[src/rtl/fifo_burst_drain.sv]
// Read-side drain stage for a show-ahead syncfifo: pops beats into a 2-entry skid buffer,
// forwards them on valid/ready, tracks burst framing for boundary-aligned pause, and counts packets.
module fifo_burst_drain #(
    parameter int WID      = 32,
    parameter int LASTBIT  = 0,
    parameter int MAXBEATS = 256
) (
    input  logic           clk,
    input  logic           rst,
    input  logic           softreset,
    input  logic           fifo_empty,
    input  logic [WID-1:0] fifo_dout,
    output logic           fifo_readout,
    output logic           vldout,
    output logic [WID-1:0] dout,
    input  logic           ready,
    input  logic           pause,
    output logic           paused,
    output logic           pkt_done,
    output logic [15:0]    pkt_count,
    output logic           err_overlong
);

    localparam int CNTW = $clog2(MAXBEATS + 1);
    localparam logic [CNTW-1:0] CNT_MAX = CNTW'(MAXBEATS);

    typedef enum logic {
        IDLE,
        BURST
    } state_t;

    state_t          state;
    state_t          state_next;
    logic [CNTW-1:0] beat_cnt;
    logic [CNTW-1:0] beat_cnt_next;
    logic [1:0]      occ;
    logic [WID-1:0]  skid_head;
    logic [WID-1:0]  skid_tail;
    logic            clr;
    logic            pop;
    logic            accept;

    assign clr    = rst || softreset;
    assign vldout = (occ != 2'd0);
    assign dout   = skid_head;
    assign accept = vldout && ready;

    // A full skid may still pop when a beat leaves in the same cycle; reset blocks popping outright.
    assign pop = !clr && !fifo_empty && !(state == IDLE && pause)
                 && ((occ != 2'd2) || accept);

    assign fifo_readout = pop;
    assign paused       = !clr && (state == IDLE) && pause;

    always_ff @(posedge clk) begin
        if (clr) begin
            state        <= IDLE;
            beat_cnt     <= '0;
            err_overlong <= 1'b0;
        end else begin
            state    <= state_next;
            beat_cnt <= beat_cnt_next;
            if (state_next == BURST && beat_cnt_next == CNT_MAX) begin
                err_overlong <= 1'b1;
            end
        end
    end

    always_comb begin
        state_next    = state;
        beat_cnt_next = beat_cnt;
        if (pop) begin
            case (state)
                IDLE: begin
                    if (!fifo_dout[LASTBIT]) begin
                        state_next    = BURST;
                        beat_cnt_next = CNTW'(1);
                    end
                end
                BURST: begin
                    if (fifo_dout[LASTBIT]) begin
                        state_next    = IDLE;
                        beat_cnt_next = '0;
                    end else if (beat_cnt != CNT_MAX) begin
                        beat_cnt_next = beat_cnt + CNTW'(1);
                    end
                end
                default: begin
                    state_next    = IDLE;
                    beat_cnt_next = '0;
                end
            endcase
        end
    end

    always_ff @(posedge clk) begin
        if (clr) begin
            occ <= 2'd0;
        end else begin
            case ({pop, accept})
                2'b10:   occ <= occ + 2'd1;
                2'b01:   occ <= occ - 2'd1;
                default: occ <= occ;
            endcase
        end
    end

    // Skid payload carries no reset; occupancy alone decides what is valid.
    always_ff @(posedge clk) begin
        case ({pop, accept})
            2'b10: begin
                if (occ == 2'd0) begin
                    skid_head <= fifo_dout;
                end else begin
                    skid_tail <= fifo_dout;
                end
            end
            2'b01: begin
                skid_head <= skid_tail;
            end
            2'b11: begin
                if (occ == 2'd1) begin
                    skid_head <= fifo_dout;
                end else begin
                    skid_head <= skid_tail;
                    skid_tail <= fifo_dout;
                end
            end
            default: begin
                skid_head <= skid_head;
                skid_tail <= skid_tail;
            end
        endcase
    end

    always_ff @(posedge clk) begin
        if (clr) begin
            pkt_done  <= 1'b0;
            pkt_count <= 16'd0;
        end else begin
            pkt_done <= accept && dout[LASTBIT];
            if (accept && dout[LASTBIT]) begin
                pkt_count <= pkt_count + 16'd1;
            end
        end
    end

endmodule

[config.mk]
export PLATFORM = sky130hd
export DESIGN_NAME = fifo_burst_drain
export DESIGN_NICKNAME = d
export VERILOG_FILES = /design/src/rtl/fifo_burst_drain.sv
export SDC_FILE = /design/constraint.sdc
export NUM_CORES = 1
export LEC_CHECK = 0
export CAP_MARGIN = 20
export CORE_MARGIN = 4
export CORE_UTILIZATION = 45
export DETAILED_ROUTE_END_ITERATION = 7
export PLACE_DENSITY = 0.76
export SYNTH_ARGS = -nofsm -noshare
export SYNTH_HDL_FRONTEND = slang
export SYNTH_SLANG_ARGS = --single-unit
[constraint.sdc]
create_clock -name clk -period 7.7 [get_ports clk]
set_clock_uncertainty 0.05 [all_clocks]
set_input_delay 1.54 -clock clk [delete_from_list [all_inputs] [get_ports clk]]
set_output_delay 1.54 -clock clk [all_outputs]
set_load 0.005 [all_outputs]
==> results of run 1 <==
synthesized netlist by cell type (all sizes together) (5+ instances only):
master / instances / share of area
nand3: 11 / 0.014
nand4: 6 / 0.0095
inv: 7 / 0.0067
and3: 5 / 0.0079
xor2: 12 / 0.027
dfxtp: 30 / 0.15
o21ai: 11 / 0.014
nand2: 22 / 0.021
nor3: 8 / 0.013
mux2: 32 / 0.091
edfxtp: 64 / 0.49
clkbuf: 7 / 0.0067
nor2: 35 / 0.033
a21oi: 8 / 0.010
ha: 6 / 0.019
state kept, by name, indices dropped and copies added, names as in the netlist:
register / flops
pkt_count: 16
beat_cnt: 9
err_overlong: 1
state: 1
pkt_done: 1
skid_tail: 32
occ: 2
dout: 32
cell type report:
class	count	share of cell area
sequential	94	0.487
multi-input combinational	195	0.264
timing repair buffer	93	0.181
tap	105	0.0254
clock buffer	10	0.0246
clock inverter	6	0.0135
inverter	7	0.00507
power breakdown:
group | internal [mW] | switching [mW]
Sequential | 0.548 | 0.00268
Clock | 0.152 | 0.169
Combinational | 0.0424 | 0.0298
Total | 0.743 | 0.201
metal layers:
metal	part of all wire	wire, um	up-vias	track usage
li1	-	-	1316	-
met1	0.45	3650	1307	0.225
met2	0.45	3680	117	0.253
met3	0.089	727	6	0.0496
met4	0.0093	76	0	0.0399
met5	0	0	-	0
critical path, cell delays in order:
cell,delay (ns)
clkdlybuf4s50_1,0.56
nor2b_1,0.49
o211ai_2,0.21
inv_2,0.16
clkdlybuf4s50_1,0.52
cells by family after synthesis:
logic type / count (synthesis) / share of synthesized area
adder cells (fa/ha/maj): 6 / 0.0190
AND/OR/NAND/NOR: 103 / 0.127
buffers and inverters: 18 / 0.0219
AO/OA/AOI/OAI: 38 / 0.0648
multiplexers: 32 / 0.0914
XOR/XNOR: 16 / 0.0356
flip-flops: 94 / 0.640
through the flow:
step / hold slack, ns / util
floorplan: 0.411 / -
global placement: 0.407 / 0.592
detailed placement: 0.410 / 0.592
CTS: 0.436 / 0.616
global route: 0.479 / 0.618
finish: 0.433 / 0.618
final timing paths:
path / slack (ns) / start / endpoint
worst max-delay path: 2.63 / ready / fifo_readout
worst min-delay path: 0.43 / err_overlong$_SDFFE_PP0P_ / err_overlong$_SDFFE_PP0P_
worst max register to register: 4.87 / occ[1]$_SDFFE_PP0P_ / err_overlong$_SDFFE_PP0P_
worst min register to register: 0.43 / err_overlong$_SDFFE_PP0P_ / err_overlong$_SDFFE_PP0P_
==> impl_metrics.json, run 1 <==
{
  "cts_sinks": 94,
  "ys_seq_area_frac": 0.640,
  "clk_pin_slew_worst_paths_ns": 0.09,
  "clock_path_buffers": 2,
  "antenna_left": 0,
  "drive_gt1_frac": 0.148,
  "io_buffers": 90,
  "cp-start-kind": "input pin",
  "gp_congestion": 0.908,
  "p_total_mw": 0.944,
  "fmax_mhz": 197,
  "yosysWarnings": 0,
  "die_h_um": 102,
  "grt_pass1_wl_um": 13100,
  "hpwl_um": 5550,
  "start_util": 0.470,
  "fin_cells": 510,
  "fill_cells": 687,
  "ctsRootBufferMaster": "clkbuf_8",
  "numCtsBuffers": 9,
  "final_common_cell": "clkdlybuf4s50_1",
  "ys_seq_elements": 94,
  "routedWlPerCell_um": 16.0,
  "io_pins": 91,
  "firstDrtPassIters": 4,
  "post_cts_resized": 0,
  "syn_area_per_cell_um2": 12.8,
  "synth.distinct_cells": 44,
  "setup_tns_ns": 0,
  "hold_path.class": "flop to flop",
  "dpl_cell_area_um2": 4960,
  "insertion_delay_ns": 0.35,
  "setup_ws_ns": 2.63,
  "overflow": 0,
  "drc": 0,
  "async_flop_share": 0,
  "synth_area_um2": 3940,
  "rsz0062_at_grt": "no",
  "r2r_cells": 8,
  "via_count": 2746,
  "drv_cap": 0,
  "core_um2": 8380,
  "setup_viol": 0,
  "status": "finished, final reports clean",
  "p_per_area_nw_per_um2": 182,
  "synth_enable_flop_cells": 64,
  "leakagePower_nw": 1.69,
  "max_slew_margin": 0.572,
  "cts.hold.buffers_added": 0,
  "areaGrowthSynthToFinish_pct": 31.5,
  "register_area_um2": 2520,
  "worst_slew_pin_slew_ns": 0.635,
  "num_antenna_cells": 0,
  "cp_max_fo": 8,
  "peakVddDrop_mv": 0.0801,
  "hold_depth": 2,
  "post-route-period-util": 0.658,
  "worstPathRequired_ns": 6.11,
  "dieArea_um2": 10300,
  "fp.dieW_um": 102,
  "synth-main-ff-cell": "edfxtp_1",
  "drt_iter0_markers": 117,
  "cp-end-kind": "output port",
  "grt_usage": 0.163,
  "path_class": "input pin to output port",
  "placedCellCount": 493,
  "vias_per_cell": 5.38,
  "hold_viol_final": 0,
  "wl_um": 8140,
  "min_period_ns": 5.07,
  "grt_antenna_before_repair": 0,
  "final_area_um2": 5180,
  "synth_cells": 307,
  "dpl_worst_slack_ns": 2.66,
  "multiInputGateArea_um2": 1370,
  "syn_nets": 351,
  "final_cell_mix": "clkdlybuf4s50_1 (90), edfxtp_1 (64), nor2_1 (35)",
  "grt_max_degree": 33,
  "rows": 33,
  "htree_num_levels": 3,
  "nNetsFinal": 444,
  "cts_setup_buffers": 0,
  "slew_violations": 0,
  "arrival_ns": 3.48,
  "cts_tree": "yes",
  "grt_pass1_vias": 2700
}
(Power assumes the default switching activity.)
==> run 2: changes to the inputs <==
Settings changed: CORE_UTILIZATION 45 to 50, PLACE_DENSITY 0.76 to 0.8.
Clock period 7.7 ns to 5.1 ns, I/O delays scaled along.
==> run 2 against run 1 <==
Net effect: cell area stayed put; register-to-register slack got worse by 2.6 ns; via count decreased by 0.25%; clock power increased by 46%; global-route usage rose by 1.2 points; largest cell class unchanged.
==> impl_metrics.json, run 2 (synthesis results as in run 1) <==
{
  "status": "finished, final reports clean",
  "setup_viol": 0,
  "dpl_worst_slack_ns": 1.06,
  "cp-end-kind": "output port",
  "drt_iter0_markers": 138,
  "regToRegStartpoint": "occ[1]$_SDFFE_PP0P_",
  "via_count": 2739,
  "hold_path.class": "flop to flop",
  "hold_start": "err_overlong$_SDFFE_PP0P_",
  "fp.dieW_um": 96.8,
  "setup_tns_ns": 0,
  "path_common_cell": "clkdlybuf4s50_1",
  "grt_antenna_before_repair": 0,
  "die_h_um": 96.8,
  "dieArea_um2": 9370,
  "critical_path.cell_chain": "clkdlybuf4s50_1 -> nor2b_1 -> o211ai_2 -> inv_2 -> clkdlybuf4s50_1",
  "final_common_cell": "clkdlybuf4s50_1",
  "grt_pass1_vias": 2693,
  "htree_num_levels": 3,
  "max_slew_margin": 0.560,
  "path_delay_family": "buffers and inverters",
  "hold_viol_final": 0,
  "min_period_ns": 4.07,
  "worstPathRequired_ns": 4.03,
  "clk_pin_slew_worst_paths_ns": 0.09,
  "cts_setup_buffers": 0,
  "worst_slew_pin_slew_ns": 0.654,
  "hold_depth": 2,
  "r2r_cells": 8,
  "antenna_left": 0,
  "rows": 32,
  "crit_buf_inv": 3,
  "peakVddDrop_mv": 0.156,
  "vias_per_cell": 5.40,
  "holdPathEnd": "err_overlong$_SDFFE_PP0P_",
  "insertion_delay_ns": 0.36,
  "post-route-period-util": 0.798,
  "grt_usage": 0.175,
  "cp-start-kind": "input pin",
  "overflow": 0,
  "p_per_area_nw_per_um2": 272,
  "core_um2": 7690,
  "nNetsFinal": 444,
  "hpwl_um": 5510,
  "post_cts_resized": 0,
  "gp_congestion": 0.912,
  "drive_gt1_frac": 0.151,
  "grt_pass1_wl_um": 13400,
  "multiInputGateArea_um2": 1380,
  "firstDrtPassIters": 5,
  "leakagePower_nw": 1.69,
  "cpPeakStageDelay_ns": 0.60,
  "io_buffers": 90,
  "cp_max_fo": 8,
  "cts_tree": "yes",
  "crit_path_top_delay_cell": "clkdlybuf4s50_1",
  "register_area_um2": 2520,
  "final_cell_mix": "clkdlybuf4s50_1 (90), edfxtp_1 (64), nor2_1 (35)",
  "start_util": 0.513,
  "fmax_mhz": 246,
  "clock_path_buffers": 2,
  "areaGrowthSynthToFinish_pct": 31.5,
  "path_class": "input pin to output port",
  "rsz0062_at_grt": "no",
  "routedWlPerCell_um": 15.8,
  "rr_endpoint": "err_overlong$_SDFFE_PP0P_",
  "slew_violations": 0,
  "reg2reg_slack_ns": 2.28,
  "wl_um": 8020,
  "arrival_ns": 3.00,
  "cts.hold.buffers_added": 0,
  "numCtsBuffers": 9,
  "num_antenna_cells": 0,
  "fill_cells": 581,
  "drc": 0,
  "ctsRootBufferMaster": "clkbuf_8",
  "grt_max_degree": 33,
  "io_pins": 91,
  "drv_cap": 0,
  "cts_sinks": 94,
  "setup_ws_ns": 1.03
}
==> run 2: cell count changes in the layout (fill, tap and decap cells not counted) <==
cell / previous run / this run
a2111oi_2: 1 / 0
inv_8: 1 / 2
inv_6: 0 / 1
bufinv_16: 1 / 0
a2111oi_4: 0 / 1
clkinv_2: 1 / 0
clkinv_4: 1 / 3
clkinvlp_4: 2 / 1
clkbuf_1: 1 / 0
==> run 2: report_power, final <==
part	total, mW	switching, mW	internal [mW]
Clock	0.468	0.279	0.188
Sequential	0.832	0.00383	0.828
Combinational	0.109	0.0444	0.0641
Total	1.41	0.328	1.08
==> run 2: how the worst max path moves through the flow <==
| stage | from | endpoint | slack, ns | cells past startpoint |
|---|---|---|---|---|
| finish | ready | fifo_readout | 1.03 | 5 |
| global route | ready | fifo_readout | 0.88 | 5 |
| CTS | ready | fifo_readout | 1.04 | 5 |
| detailed placement | ready | fifo_readout | 1.06 | 5 |
| global placement | ready | fifo_readout | 1.15 | 5 |
| floorplan | softreset | dout[0]$_DFFE_PP_ | 0.68 | 3 |
==> run 2: worst register-to-register path, delay by kind of cell (launching register included) <==
family          cells  cell delay [ns]
fa+ha+maj           1             0.26
compound gates      3             0.81
buf+inv             1             0.09
simple gates        3             1.14
flops               1             0.39
==> run 2: per-stage QoR <==
stage | area [um2] | instances | hold slack, ns | power (mW) | util
global route | 5180 | 507 | 0.475 | 1.47 | 0.674
floorplan | 3950 | 307 | 0.411 | 0.892 | -
detailed placement | 4970 | 490 | 0.403 | 0.958 | 0.647
finish | 5180 | 507 | 0.424 | 1.41 | 0.674
CTS | 5160 | 506 | 0.430 | 1.42 | 0.671
global placement | 4970 | 490 | 0.401 | 0.955 | 0.647
==> run 2: area by class of cell <==
class / instances / share of cell area
clock buffers: 9 / 0.0239
clock inverters: 7 / 0.0126
inverters: 7 / 0.00507
multi-input cells: 195 / 0.266
flip-flops and latches: 94 / 0.487
well taps: 102 / 0.0246
repair buffers: 93 / 0.181
==> run 2: layer usage <==
metal  wire length [um]  GRT usage  share of wire  vias to the layer above
met5                  0          0              0                        -
met4                123     0.0616          0.015                        0
met3                459     0.0346          0.057                       11
met2               3600      0.266           0.45                      109
met1               3840      0.251           0.48                     1302
li1                   -          -              -                     1317
==> run 3: changes to the inputs <==
Clock period 5.1 ns to 3.88 ns, I/O delays scaled along.
==> run 3 against run 2 <==
Net effect: flip-flop and latch count unchanged; sequential power up 31%; global-route usage down 0.72 points; setup slack worse by 0.47 ns; critical path type unchanged.
==> impl_metrics.json, run 3 (synthesis results as in run 1) <==
{
  "status": "finished, final reports clean",
  "setup_viol": 0,
  "fill_cells": 591,
  "die_h_um": 96.8,
  "leakagePower_nw": 1.70,
  "cp_max_fo": 7,
  "grt_max_degree": 33,
  "fin_cells": 509,
  "post-route-period-util": 0.855,
  "insertion_delay_ns": 0.35,
  "p_per_area_nw_per_um2": 355,
  "vias_per_cell": 5.29,
  "multiInputGateArea_um2": 1380,
  "start_util": 0.513,
  "peakVddDrop_mv": 0.226,
  "nNetsFinal": 446,
  "grt_antenna_before_repair": 0,
  "antenna_left": 0,
  "arrival_ns": 2.49,
  "hpwl_um": 5350,
  "cp-start-kind": "input pin",
  "grt_pass1_vias": 2560,
  "hold_viol_final": 0,
  "path_class": "input pin to output port",
  "fmax_mhz": 301,
  "core_um2": 7690,
  "cts_setup_buffers": 0,
  "register_area_um2": 2520,
  "critical_path.cell_chain": "clkdlybuf4s50_1 -> nor3_4 -> o211ai_2 -> inv_2 -> clkdlybuf4s50_1",
  "rsz0062_at_grt": "no",
  "cp-end-kind": "output port",
  "cts_sinks": 94,
  "placedCellCount": 493,
  "hold_path.class": "flop to flop",
  "dieArea_um2": 9370,
  "crit_buf_inv": 3,
  "areaGrowthSynthToFinish_pct": 31.6,
  "final_cell_mix": "clkdlybuf4s50_1 (90), edfxtp_1 (64), nor2_1 (35)",
  "wl_um": 7710,
  "htree_num_levels": 3,
  "ctsRootBufferMaster": "clkbuf_8",
  "max_slew_margin": 0.563,
  "grt_pass1_wl_um": 12700,
  "drive_gt1_frac": 0.155,
  "drc": 0,
  "crit_path_top_delay_cell": "clkdlybuf4s50_1",
  "fp.dieW_um": 96.8,
  "firstDrtPassIters": 4,
  "path_common_cell": "clkdlybuf4s50_1",
  "worst_slew_pin_slew_ns": 0.649,
  "routedWlPerCell_um": 15.1,
  "cts.hold.buffers_added": 0,
  "final_common_cell": "clkdlybuf4s50_1",
  "slew_violations": 0,
  "reg2reg_slack_ns": 1.30,
  "drt_iter0_markers": 96,
  "gp_congestion": 0.900,
  "numCtsBuffers": 9,
  "grt_usage": 0.168,
  "clk_pin_slew_worst_paths_ns": 0.10,
  "clock_path_buffers": 2,
  "io_pins": 91,
  "setup_tns_ns": 0,
  "overflow": 0,
  "cpPeakStageDelay_ns": 0.52,
  "rows": 32,
  "num_antenna_cells": 0,
  "min_period_ns": 3.32,
  "cts_tree": "yes",
  "worstPathRequired_ns": 3.05,
  "via_count": 2694,
  "path_delay_family": "buffers and inverters",
  "drv_cap": 0,
  "post_cts_resized": 0,
  "io_buffers": 90
}
-- run 3: cell type report --
cell class | count | area share
sequential | 94 | 0.486
clock inverter | 7 | 0.0133
multi-input combinational | 195 | 0.266
tap | 102 | 0.0246
inverter | 7 | 0.00507
clock buffer | 9 | 0.0239
timing repair buffer | 95 | 0.181
-- run 3: power breakdown --
group          internal [mW]  total (mW)  switching [mW]
sequential              1.09        1.09         0.00509
combinational         0.0845       0.143          0.0588
clock                  0.247       0.603           0.356
-- run 3: per-stage QoR --
stage	instance area [um2]	utilization	worst slack [ns]	hold slack, ns	power (mW)
3_5_place_dp	4990	0.650	0.562	0.418	1.26
6_report	5190	0.675	0.562	0.433	1.84
2_1_floorplan	3950	-	0.0309	0.411	1.17
5_1_grt	5190	0.675	0.444	0.481	1.93
3_3_place_gp	4990	0.650	0.611	0.410	1.26
4_1_cts	5190	0.675	0.555	0.440	1.86
-- run 3: per-layer routing --
metal  track usage  up-vias  wire length (um)
li1              -     1330                 -
met1         0.239     1253              3590
met2         0.252      107              3580
met3        0.0476        4               507
met4        0.0486        0                38
met5             0        -                 0
-- run 3: worst paths after layout --
check	from	to	cells after the start
setup / recovery	softreset	fifo_readout	5
hold / removal	err_overlong$_SDFFE_PP0P_	err_overlong$_SDFFE_PP0P_	2
setup reg to reg	occ[1]$_SDFFE_PP0P_	err_overlong$_SDFFE_PP0P_	9
hold reg to reg	err_overlong$_SDFFE_PP0P_	err_overlong$_SDFFE_PP0P_	2
-- run 3: worst reg2reg max path: cells and delay by family (launching register included) --
kind	cells	cell delay [ns]
compound gates	3	0.68
buf+inv	2	0.27
fa+ha+maj	1	0.26
flops	1	0.39
simple gates	3	0.87
